`config.mk`:
```
export PLATFORM = sky130hd
export DESIGN_NAME = ack_pulse_responder
export DESIGN_NICKNAME = d
export VERILOG_FILES = /design/src/rtl/ack_resp_pkg.sv /design/src/rtl/ack_pend_counter.sv /design/src/rtl/ack_pulse_responder.sv
export SDC_FILE = /design/constraint.sdc
export NUM_CORES = 1
export LEC_CHECK = 0
export ABC_AREA = 1
export BUFFER_PORTS_ARGS = -buffer_cell sky130_fd_sc_hd__buf_2
export CAP_MARGIN = 20
export CORE_MARGIN = 2
export CORE_UTILIZATION = 56
export CTS_CLUSTER_SIZE = 24
export DETAILED_ROUTE_END_ITERATION = 10
export PLACE_DENSITY = 0.74
export SYNTH_ARGS = -nofsm -noshare
export SYNTH_HDL_FRONTEND = slang
export SYNTH_SLANG_ARGS = --single-unit
```
`constraint.sdc`:
```
create_clock -name clk -period 2.7 [get_ports clk]
set_input_delay 0.54 -clock clk [delete_from_list [all_inputs] [get_ports clk]]
set_output_delay 0.54 -clock clk [all_outputs]
set_load 0.01 [all_outputs]
```
`src/rtl/ack_resp_pkg.sv`:
```
// Shared definitions for the acknowledge-pulse responder.
//   state_e        : responder FSM states
//   *_DEF          : default parameter values
//   resp_len()     : cycles from first to last ack pulse of one response
package ack_resp_pkg;

    typedef enum logic [1:0] {
        ST_IDLE  = 2'd0,
        ST_PULSE = 2'd1,
        ST_GAP   = 2'd2,
        ST_QUIET = 2'd3
    } state_e;

    localparam int unsigned ACK_COUNT_DEF = 2;
    localparam int unsigned GAP_W_DEF     = 4;
    localparam int unsigned QUIET_DEF     = 1;
    localparam int unsigned PEND_W_DEF    = 3;

    // ack_count high cycles separated by (ack_count-1) gaps of 'gap' low cycles
    function automatic int unsigned resp_len(input int unsigned ack_count,
                                             input int unsigned gap);
        return ack_count + (ack_count - 1) * gap;
    endfunction

endpackage

```
`src/rtl/ack_pend_counter.sv`:
```
// Saturating pending-request counter with a sticky overflow flag.
//   clk, rst  : clock, asynchronous active-high reset
//   inc       : one new request to queue
//   dec       : one queued request taken for service
//   cnt       : number of queued requests
//   overflow  : sticky, set when inc arrives (without dec) at saturation
module ack_pend_counter
    import ack_resp_pkg::*;
#(
    parameter int unsigned W = PEND_W_DEF
) (
    input  logic         clk,
    input  logic         rst,
    input  logic         inc,
    input  logic         dec,
    output logic [W-1:0] cnt,
    output logic         overflow
);

    logic [W-1:0] cnt_q, cnt_d;
    logic         ovf_q, ovf_d;

    always_comb begin
        cnt_d = cnt_q;
        ovf_d = ovf_q;
        // inc and dec together cancel: one in, one out
        if (inc && !dec) begin
            if (cnt_q == '1) begin
                ovf_d = 1'b1;
            end else begin
                cnt_d = cnt_q + W'(1);
            end
        end else if (dec && !inc) begin
            if (cnt_q != '0) begin
                cnt_d = cnt_q - W'(1);
            end
        end
    end

    always_ff @(posedge clk or posedge rst) begin
        if (rst) begin
            cnt_q <= '0;
            ovf_q <= 1'b0;
        end else begin
            cnt_q <= cnt_d;
            ovf_q <= ovf_d;
        end
    end

    assign cnt      = cnt_q;
    assign overflow = ovf_q;

endmodule

```
`src/rtl/ack_pulse_responder.sv`:
```
// Receiver-side acknowledge responder. Every accepted tx_req is answered
// with ACK_COUNT single-cycle rx_ack pulses starting one cycle later,
// separated by gap_cfg low cycles and followed by QUIET low cycles.
// Requests arriving during a response are queued in a saturating counter.
//   clk, rst  : clock, asynchronous active-high reset
//   tx_req    : transmit request
//   gap_cfg   : low cycles between pulses, latched at response start
//   rx_ack    : registered acknowledge pulse
//   busy      : registered, high whenever the FSM is not idle
//   pend_cnt  : queued, unserviced requests
//   overflow  : sticky, a request was dropped at queue saturation
module ack_pulse_responder
    import ack_resp_pkg::*;
#(
    parameter int unsigned ACK_COUNT = ACK_COUNT_DEF,
    parameter int unsigned GAP_W     = GAP_W_DEF,
    parameter int unsigned QUIET     = QUIET_DEF,
    parameter int unsigned PEND_W    = PEND_W_DEF
) (
    input  logic              clk,
    input  logic              rst,
    input  logic              tx_req,
    input  logic [GAP_W-1:0]  gap_cfg,
    output logic              rx_ack,
    output logic              busy,
    output logic [PEND_W-1:0] pend_cnt,
    output logic              overflow
);

    localparam int unsigned     PC_W       = $clog2(ACK_COUNT + 1);
    localparam int unsigned     QC_W       = (QUIET > 1) ? $clog2(QUIET + 1) : 1;
    localparam logic [PC_W-1:0] PULSE_LAST = PC_W'(ACK_COUNT);
    localparam logic [QC_W-1:0] QUIET_LOAD = QC_W'(QUIET);

    state_e            state_q, state_d;
    logic [PC_W-1:0]   pulse_cnt_q, pulse_cnt_d;
    logic [GAP_W-1:0]  gap_ctr_q, gap_ctr_d;
    logic [GAP_W-1:0]  gap_lat_q, gap_lat_d;
    logic [QC_W-1:0]   quiet_ctr_q, quiet_ctr_d;
    logic              rx_ack_q, rx_ack_d;
    logic              busy_q, busy_d;

    logic              start;
    logic              req_avail;
    logic              pend_inc;
    logic              pend_dec;
    logic [PEND_W-1:0] pend_val;
    logic              pend_ovf;

    assign req_avail = tx_req || (pend_val != '0);

    always_comb begin
        state_d     = state_q;
        pulse_cnt_d = pulse_cnt_q;
        gap_ctr_d   = gap_ctr_q;
        gap_lat_d   = gap_lat_q;
        quiet_ctr_d = quiet_ctr_q;
        start       = 1'b0;

        unique case (state_q)
            ST_IDLE: begin
                if (tx_req) begin
                    start = 1'b1;
                end
            end
            ST_PULSE: begin
                if (pulse_cnt_q < PULSE_LAST) begin
                    if (gap_lat_q == '0) begin
                        state_d     = ST_PULSE;
                        pulse_cnt_d = pulse_cnt_q + PC_W'(1);
                    end else begin
                        state_d   = ST_GAP;
                        gap_ctr_d = gap_lat_q;
                    end
                end else if (QUIET != 0) begin
                    state_d     = ST_QUIET;
                    quiet_ctr_d = QUIET_LOAD;
                end else if (req_avail) begin
                    start = 1'b1;
                end else begin
                    state_d = ST_IDLE;
                end
            end
            ST_GAP: begin
                gap_ctr_d = gap_ctr_q - GAP_W'(1);
                if (gap_ctr_q <= GAP_W'(1)) begin
                    state_d     = ST_PULSE;
                    pulse_cnt_d = pulse_cnt_q + PC_W'(1);
                end
            end
            ST_QUIET: begin
                quiet_ctr_d = quiet_ctr_q - QC_W'(1);
                if (quiet_ctr_q <= QC_W'(1)) begin
                    if (req_avail) begin
                        start = 1'b1;
                    end else begin
                        state_d = ST_IDLE;
                    end
                end
            end
            default: state_d = ST_IDLE;
        endcase

        if (start) begin
            state_d     = ST_PULSE;
            pulse_cnt_d = PC_W'(1);
            gap_lat_d   = gap_cfg;
        end

        // outputs registered from the next state so they align with it
        rx_ack_d = (state_d == ST_PULSE);
        busy_d   = (state_d != ST_IDLE);
    end

    // A start with an empty queue consumes tx_req directly (IDLE start, or
    // a fresh request at the end of a response). A start with a non-empty
    // queue serves the oldest entry while any coincident tx_req is queued.
    assign pend_dec = start && (pend_val != '0);
    assign pend_inc = tx_req && !(start && (pend_val == '0));

    ack_pend_counter #(
        .W (PEND_W)
    ) u_pend (
        .clk      (clk),
        .rst      (rst),
        .inc      (pend_inc),
        .dec      (pend_dec),
        .cnt      (pend_val),
        .overflow (pend_ovf)
    );

    always_ff @(posedge clk or posedge rst) begin
        if (rst) begin
            state_q     <= ST_IDLE;
            pulse_cnt_q <= '0;
            gap_ctr_q   <= '0;
            gap_lat_q   <= '0;
            quiet_ctr_q <= '0;
            rx_ack_q    <= 1'b0;
            busy_q      <= 1'b0;
        end else begin
            state_q     <= state_d;
            pulse_cnt_q <= pulse_cnt_d;
            gap_ctr_q   <= gap_ctr_d;
            gap_lat_q   <= gap_lat_d;
            quiet_ctr_q <= quiet_ctr_d;
            rx_ack_q    <= rx_ack_d;
            busy_q      <= busy_d;
        end
    end

    assign rx_ack   = rx_ack_q;
    assign busy     = busy_q;
    assign pend_cnt = pend_val;
    assign overflow = pend_ovf;

endmodule

```
# Word level (Yosys, flattened, before mapping)

Index checks and enable logic that the tools add are counted.

Add/sub/neg operators: 5
Reductions and logical operators: 24
Eq/ne operators: 12
Order comparisons: 3
Mux-type cells: 25

Operators by type and width:

| kind                                                            | number |
|---|---|
| two-way mux 2 bit                                               | 10 |
| two-way mux 3 bit                                               | 4 |
| nonzero test 2 bit                                              | 5 |
| inequality test 3 bit (second input constant)                   | 3 |
| two-way mux 4 bit                                               | 2 |
| inequality test 2 bit (second input constant)                   | 4 |
| case mux 4 bit (2 select lines)                                 | 1 |
| case mux 2 bit (3 select lines)                                 | 1 |
| AND reduction 3 bit                                             | 2 |
| nonzero test 3 bit                                              | 2 |
| logical AND 1 bit                                               | 5 |
| equality test 2 x 1 -> 1 bit (second input constant)            | 2 |
| equality test 2 bit (second input constant)                     | 2 |
| less-or-equal comparator 4 x 1 -> 1 bit (second input constant) | 1 |
| zero test 4 bit                                                 | 1 |
| two-way mux 1 bit                                               | 4 |
| case mux 1 bit (2 select lines)                                 | 2 |
| case mux 2 bit (2 select lines)                                 | 1 |
| AND reduction 2 bit                                             | 2 |
| AND reduction 4 bit                                             | 1 |
| subtractor 4 x 1 -> 4 bit (second input constant)               | 1 |
| adder 3 x 1 -> 3 bit (second input constant)                    | 1 |
| equality test 3 bit (second input constant)                     | 1 |
| zero test 1 bit                                                 | 3 |
| 8 further kinds                                                 | 8 |

Input bits: 7
Register bits: 19
Logic and storage cells: 78
Output and inout port bits: 6

# Logic depth before layout (Yosys ltp)

Depth in word-level cells: 12
Mapped depth: 13
Depth with buffers taken out: 13

# By module

From an unflattened synthesis, not the netlist that was laid out.

Cell total of the unflattened synthesis: 151
Area total of the unflattened synthesis: 1151.1 µm²

Modules (own cells, without submodules):

| module              | area an instance (µm²) | times used | sequential area each (µm²) | cells an instance |
|---|---|---|---|---|
| ack_pulse_responder | 894.6                  | 1          | 350.3                      | 116 |
| ack_pend_counter    | 256.5                  | 1          | 100.1                      | 35 |

# Least setup slack after synthesis

OpenSTA, ideal clock, no wires.

Path type: register -> register
Start: reg u_pend.cnt_q[1] (netlist: u_pend.cnt[1])
End: reg u_pend.cnt_q[2] (netlist: u_pend.cnt[2])
Buffers on the path: 0
Required time: 2.583 ns
Stages on the path, launching flop included: 14
Data arrival time: 1.814 ns
Library setup time: 0.117 ns
Clock period less this slack: 1.931 ns
Setup slack: 0.769 ns
Cells stage by stage: dfrtp_1 -> nor2_2 -> nand3_2 -> nand2_2 -> nand2_4 -> nand2_4 -> inv_4 -> nor2_2 -> inv_2 -> fa_1 -> xnor2_1 -> nand3_1 -> nand2_1 -> nand2_1

Word-level cells in the longest chain between the ends: 12

RTL lines:

| what                            | RTL line                                                                      | text |
|---|---|---|
| from (decl)                     | ack_pend_counter.sv:20                                                        | `logic [W-1:0] cnt_q, cnt_d;` |
| from (signal assigned)          | ack_pend_counter.sv:45                                                        | `cnt_q <= cnt_d;` |
| nonzero test 3 bit              | ack_pend_counter.sv:34, ack_pulse_responder.sv:50, ack_pulse_responder.sv:118 |  |
| logical OR 1 bit                | ack_pulse_responder.sv:50                                                     | `assign req_avail = tx_req \|\| (pend_val != '0);` |
| two-way mux 1 bit               | ack_pulse_responder.sv:94                                                     | `if (req_avail) begin` |
| two-way mux 1 bit               | ack_pulse_responder.sv:93                                                     | `if (quiet_ctr_q <= QC_W'(1)) begin` |
| case mux 1 bit (2 select lines) | ack_pulse_responder.sv:60                                                     | `unique case (state_q)` |
| logical AND 1 bit               | ack_pulse_responder.sv:119                                                    | `assign pend_inc = tx_req && !(start && (pend_val == '0));` |
| zero test 1 bit                 | ack_pulse_responder.sv:119                                                    |  |
| logical AND 1 bit               | ack_pulse_responder.sv:119                                                    |  |
| zero test 1 bit                 | ack_pend_counter.sv:33                                                        | `end else if (dec && !inc) begin` |
| logical AND 1 bit               | ack_pend_counter.sv:33                                                        |  |
| nonzero test 2 bit (no line)    | -                                                                             |  |
| AND reduction 3 bit (no line)   | -                                                                             |  |

Several ways; a longest one is shown, not always the timed one. The select of a mux whose other input is x is not followed.
A chain may end at the register's enable or synchronous reset.

# Final worst setup path

Start: reg state_q[0]
End: reg u_pend.cnt_q[2] (netlist: u_pend.cnt[2])

Word-level cells in the longest chain between the ends: 9

RTL lines:

| what                                                   | RTL line                   | text |
|---|---|---|
| from (decl)                                            | ack_pulse_responder.sv:35  | `state_e state_q, state_d;` |
| from (signal assigned)                                 | ack_pulse_responder.sv:142 | `state_q <= state_d;` |
| equality test 2 bit or zero test 2 bit (tied branches) | ack_pulse_responder.sv:60  |  |
| case mux 1 bit (2 select lines) (*)                    | ack_pulse_responder.sv:60  |  |
| logical AND 1 bit                                      | ack_pulse_responder.sv:119 |  |
| zero test 1 bit                                        | ack_pulse_responder.sv:119 |  |
| logical AND 1 bit                                      | ack_pulse_responder.sv:119 |  |
| zero test 1 bit                                        | ack_pend_counter.sv:33     |  |
| logical AND 1 bit                                      | ack_pend_counter.sv:33     |  |
| nonzero test 2 bit (no line)                           | -                          |  |
| AND reduction 3 bit (no line)                          | -                          |  |

Every way passes the cells marked *; elsewhere a longest branch is shown, timed or not.

==> summary.md <==
| Metric | Value |
|---|---|
| Root Buffer | clkbuf_4 |
| Worst EP required | 2.88 ns |
| Power Total | 1.439 mW |
| DRT Pass-1 Iters | 4 |
| Final hold vios | 0 |
| DR WL/cell | 11.15 µm |
| R2R setup slack | 0.63 ns |
| R2R cell count | 12 |
| Number of global-route vias before repair | 755 |
| Peak VDD IR | 0.0006768 V |
| Cell family with most CP delay | adder cells |
| Die Wd | 47.53 µm |
| Fin crit share | 76.63% |
| Compound-gate portion of the synthesized area | 8.491% |
| CP max stage cell | dfrtp_1 |
| Largest net degree at the start of global routing | 19 |
| Clock slew at reported path FFs | 0.09 ns |
| Max cap viols | 0 |
| DRT Wirelength | 1.873 mm |
| Critical Path End Type | register |
| Slowest stage delay, CP | 0.41 ns |
| Arr. time, crit path | 2.25 ns |
| RR Endpoint | u_pend.cnt[2] |
| Seq/Total Area, Yosys | 42.45% |
| Die Ht | 47.53 µm |
| Adder-cell share of the synthesized area | 10.14% |
| Io pins | 13 |
| Leak | 0.6243 nW |
| Worst rel slew slack | 54.85% |
| CTS buffer count | 3 |
| Via count | 847 |
| Full die area | 2259 µm² |
| DRT iter0 DRCs | 9 |
| Final Max Slew Viols | 0 |
| Yosys cell types | 24 |
| CP max FO | 7 |
| Synth top area cells | dfrtp_1 42%, nand2_1 12%, ha_1 8.3%, inv_1 5.3%, nand3_1 4.2% |
| Commonest cells in the synthesized netlist | 35 x nand2_1, 18 x dfrtp_1, 15 x inv_1 |
| Avg Inst Size Synth | 8.289 µm² |
| Seq cells post-synth | 18 |
| Largest family of logic cells by synthesized area | simple AND/OR/NAND/NOR gates |
| Area of the mapped netlist | 1061 µm² |
| CTS sink cnt | 18 |
| Setup bufs post-CTS | 0 |
| CP cell instances | inv_1 -> ha_1 -> inv_1 -> nand2_4 -> inv_4 -> nor2_2 -> inv_2 -> fa_1 -> xnor2_1 -> nand3_1 -> nand2_1 -> nand2_1 |
| EDFF count, synth | 0 |
| HPWL after DPL | 1.482 mm |
| Post-Synthesis Cells | 128 |
| Total gr overflow | 0 |
| Worst-skew pair later-pin latency | 0.28 ns |
| Post-Synth Simple-Gate Area | 30.66% |
| DRC | 0 |
| Metal1 wirelength | 878 µm |
| Placer Congestion | 0.7996 |
| H-tree levels | 1 |
| Clock buffer depth | 2 |
| Worst Hold Class | in -> async |
| N_diodes | 0 |
| Cts hold-fix bufs | 0 |
| XOR/XNOR Fraction of Synth Area | 1.651% |
| Status | completed |
| Number of routed nets with antenna violations | 0 |
| Top-count cell post-synth | nand2_1 |
| Synth warnings | 0 |
| # rows | 15 |
| Routed length on met2 | 907 µm |
| Resize count post-CTS | 0 |
| Initial antenna violation count | 0 |
| Skew final | 0.004004 ns |
| Worst setup endpoint | u_pend.cnt[2] |
| Max Freq | 483.3 MHz |
| Core area | 1745 µm² |
| WS Path Type | reg -> reg |
| Ys flop type | dfrtp_1 |
| Power density cells | 1225 nW/µm² |
| Buf+Inv Stages, Crit Path | 4 |
| Setup violations, final | 0 |
| Met3 routed WL | 48 µm |
| Post-synthesis mux area share | 0% |
| GRT Total Usage | 20.56% |
| Layout cells sized above 1 | 20.98% |
| Min cycle time layout | 2.069 ns |
| Crit path launch | state_q[0] |
| First-pass GRT wire length | 3.194 mm |
| Setup TNS Final | 0 ns |
| I/O Buffers | 12 |
| RSZ-0062 raised after global routing | no |
| Async set-reset flop share out of synthesis | 100.0% |
| Post-Synthesis Net Count | 143 |
| Uppermost layer routed | met4 |
| Worst setup SP type | register |
| Initial Util | 60.79% |
| Reg2reg start | state_q[0] |
| Vias/cell | 5.042 |
| NumNets Final | 160 |
| Crit path depth | 12 |
| Top-area cell type share of the netlist area | 42.45% |
| CTS tree | done |
| Area delta synth->final | 10.73% |
| Largest area contributor in the netlist | dfrtp_1 |
| Least-Margin Pin Slew | 0.6766 ns |
==> layer usage <==
layer | vias up | GRT usage (%)
met4 | 0 | 8.333
met2 | 12 | 35.14
li1 | 443 | -
met5 | - | 0
met1 | 388 | 25.71
met3 | 4 | 3.396
==> power breakdown <==
group          leakage (nW)  internal [mW]  total [mW]  switching (mW)
Combinational         0.397          0.308       0.810           0.502
Sequential            0.213          0.408       0.505          0.0969
Clock                0.0138         0.0517       0.124          0.0724
==> how the worst min path moves through the flow <==
| stage | end | slack, ns | cells after the start |
|---|---|---|---|
| floorplan | gap_lat_q[0] | 0.47 | 2 |
| global placement | u_pend.overflow | 0.46 | 1 |
| detailed placement | u_pend.overflow | 0.46 | 1 |
| CTS | gap_lat_q[3] | 0.36 | 2 |
| global route | u_pend.cnt[2] | 0.40 | 2 |
| finish | u_pend.overflow | 0.34 | 2 |
==> flip-flops by register name, indices dropped and copies added, names as in the netlist <==
register / cells
busy: 1
u_pend.overflow: 1
rx_ack: 1
state_q: 2
pulse_cnt_q: 2
u_pend.cnt: 3
gap_ctr_q: 4
gap_lat_q: 4
==> cells in the final DEF, fill, tap and decap left out, types with 4 or more instances in the layout <==
master   synthesis  layout
nand2_1         35      35
a21oi_1          5       5
buf_2            0      12
inv_1           15      15
o21ai_0          6       6
nand3_1          9       9
ha_1             7       7
nand4_1          4       4
dfrtp_1         18      18
nor2_1           7       7
==> metrics by stage <==
| step | hold slack [ns] | instance area (µm²) | std cells | util (%) | setup WS [ns] |
|---|---|---|---|---|---|
| floorplan | 0.4714 | 1061 | 128 | - | 0.7690 |
| global placement | 0.4590 | 1152 | 165 | 66.02 | 0.5543 |
| detailed placement | 0.4566 | 1152 | 165 | 66.02 | 0.5106 |
| CTS | 0.3563 | 1175 | 168 | 67.31 | 0.6162 |
| global route | 0.4050 | 1175 | 168 | 67.31 | 0.4389 |
| finish | 0.3404 | 1175 | 168 | 67.31 | 0.6309 |
==> final cells by class <==
type | count | area, µm²
timing repair buffer | 12 | 60.06
sequential | 18 | 450.4
clock buffer | 3 | 22.52
fill | 166 | 570.5
tap | 25 | 31.28
multi-input combinational | 92 | 540.5
inverter | 18 | 70.07
==> cell families (layout without fill, tap and decap cells) <==
group / after synthesis / count (layout)
AOI/OAI and AO/OA: 15 / 15
xor gates and xnor gates: 2 / 2
adders and majority gates: 8 / 8
buffers and inverters: 18 / 33
DFF: 18 / 18
and+or+nand+nor: 67 / 67
No activity file was read; power rests on OpenSTA's default activity.
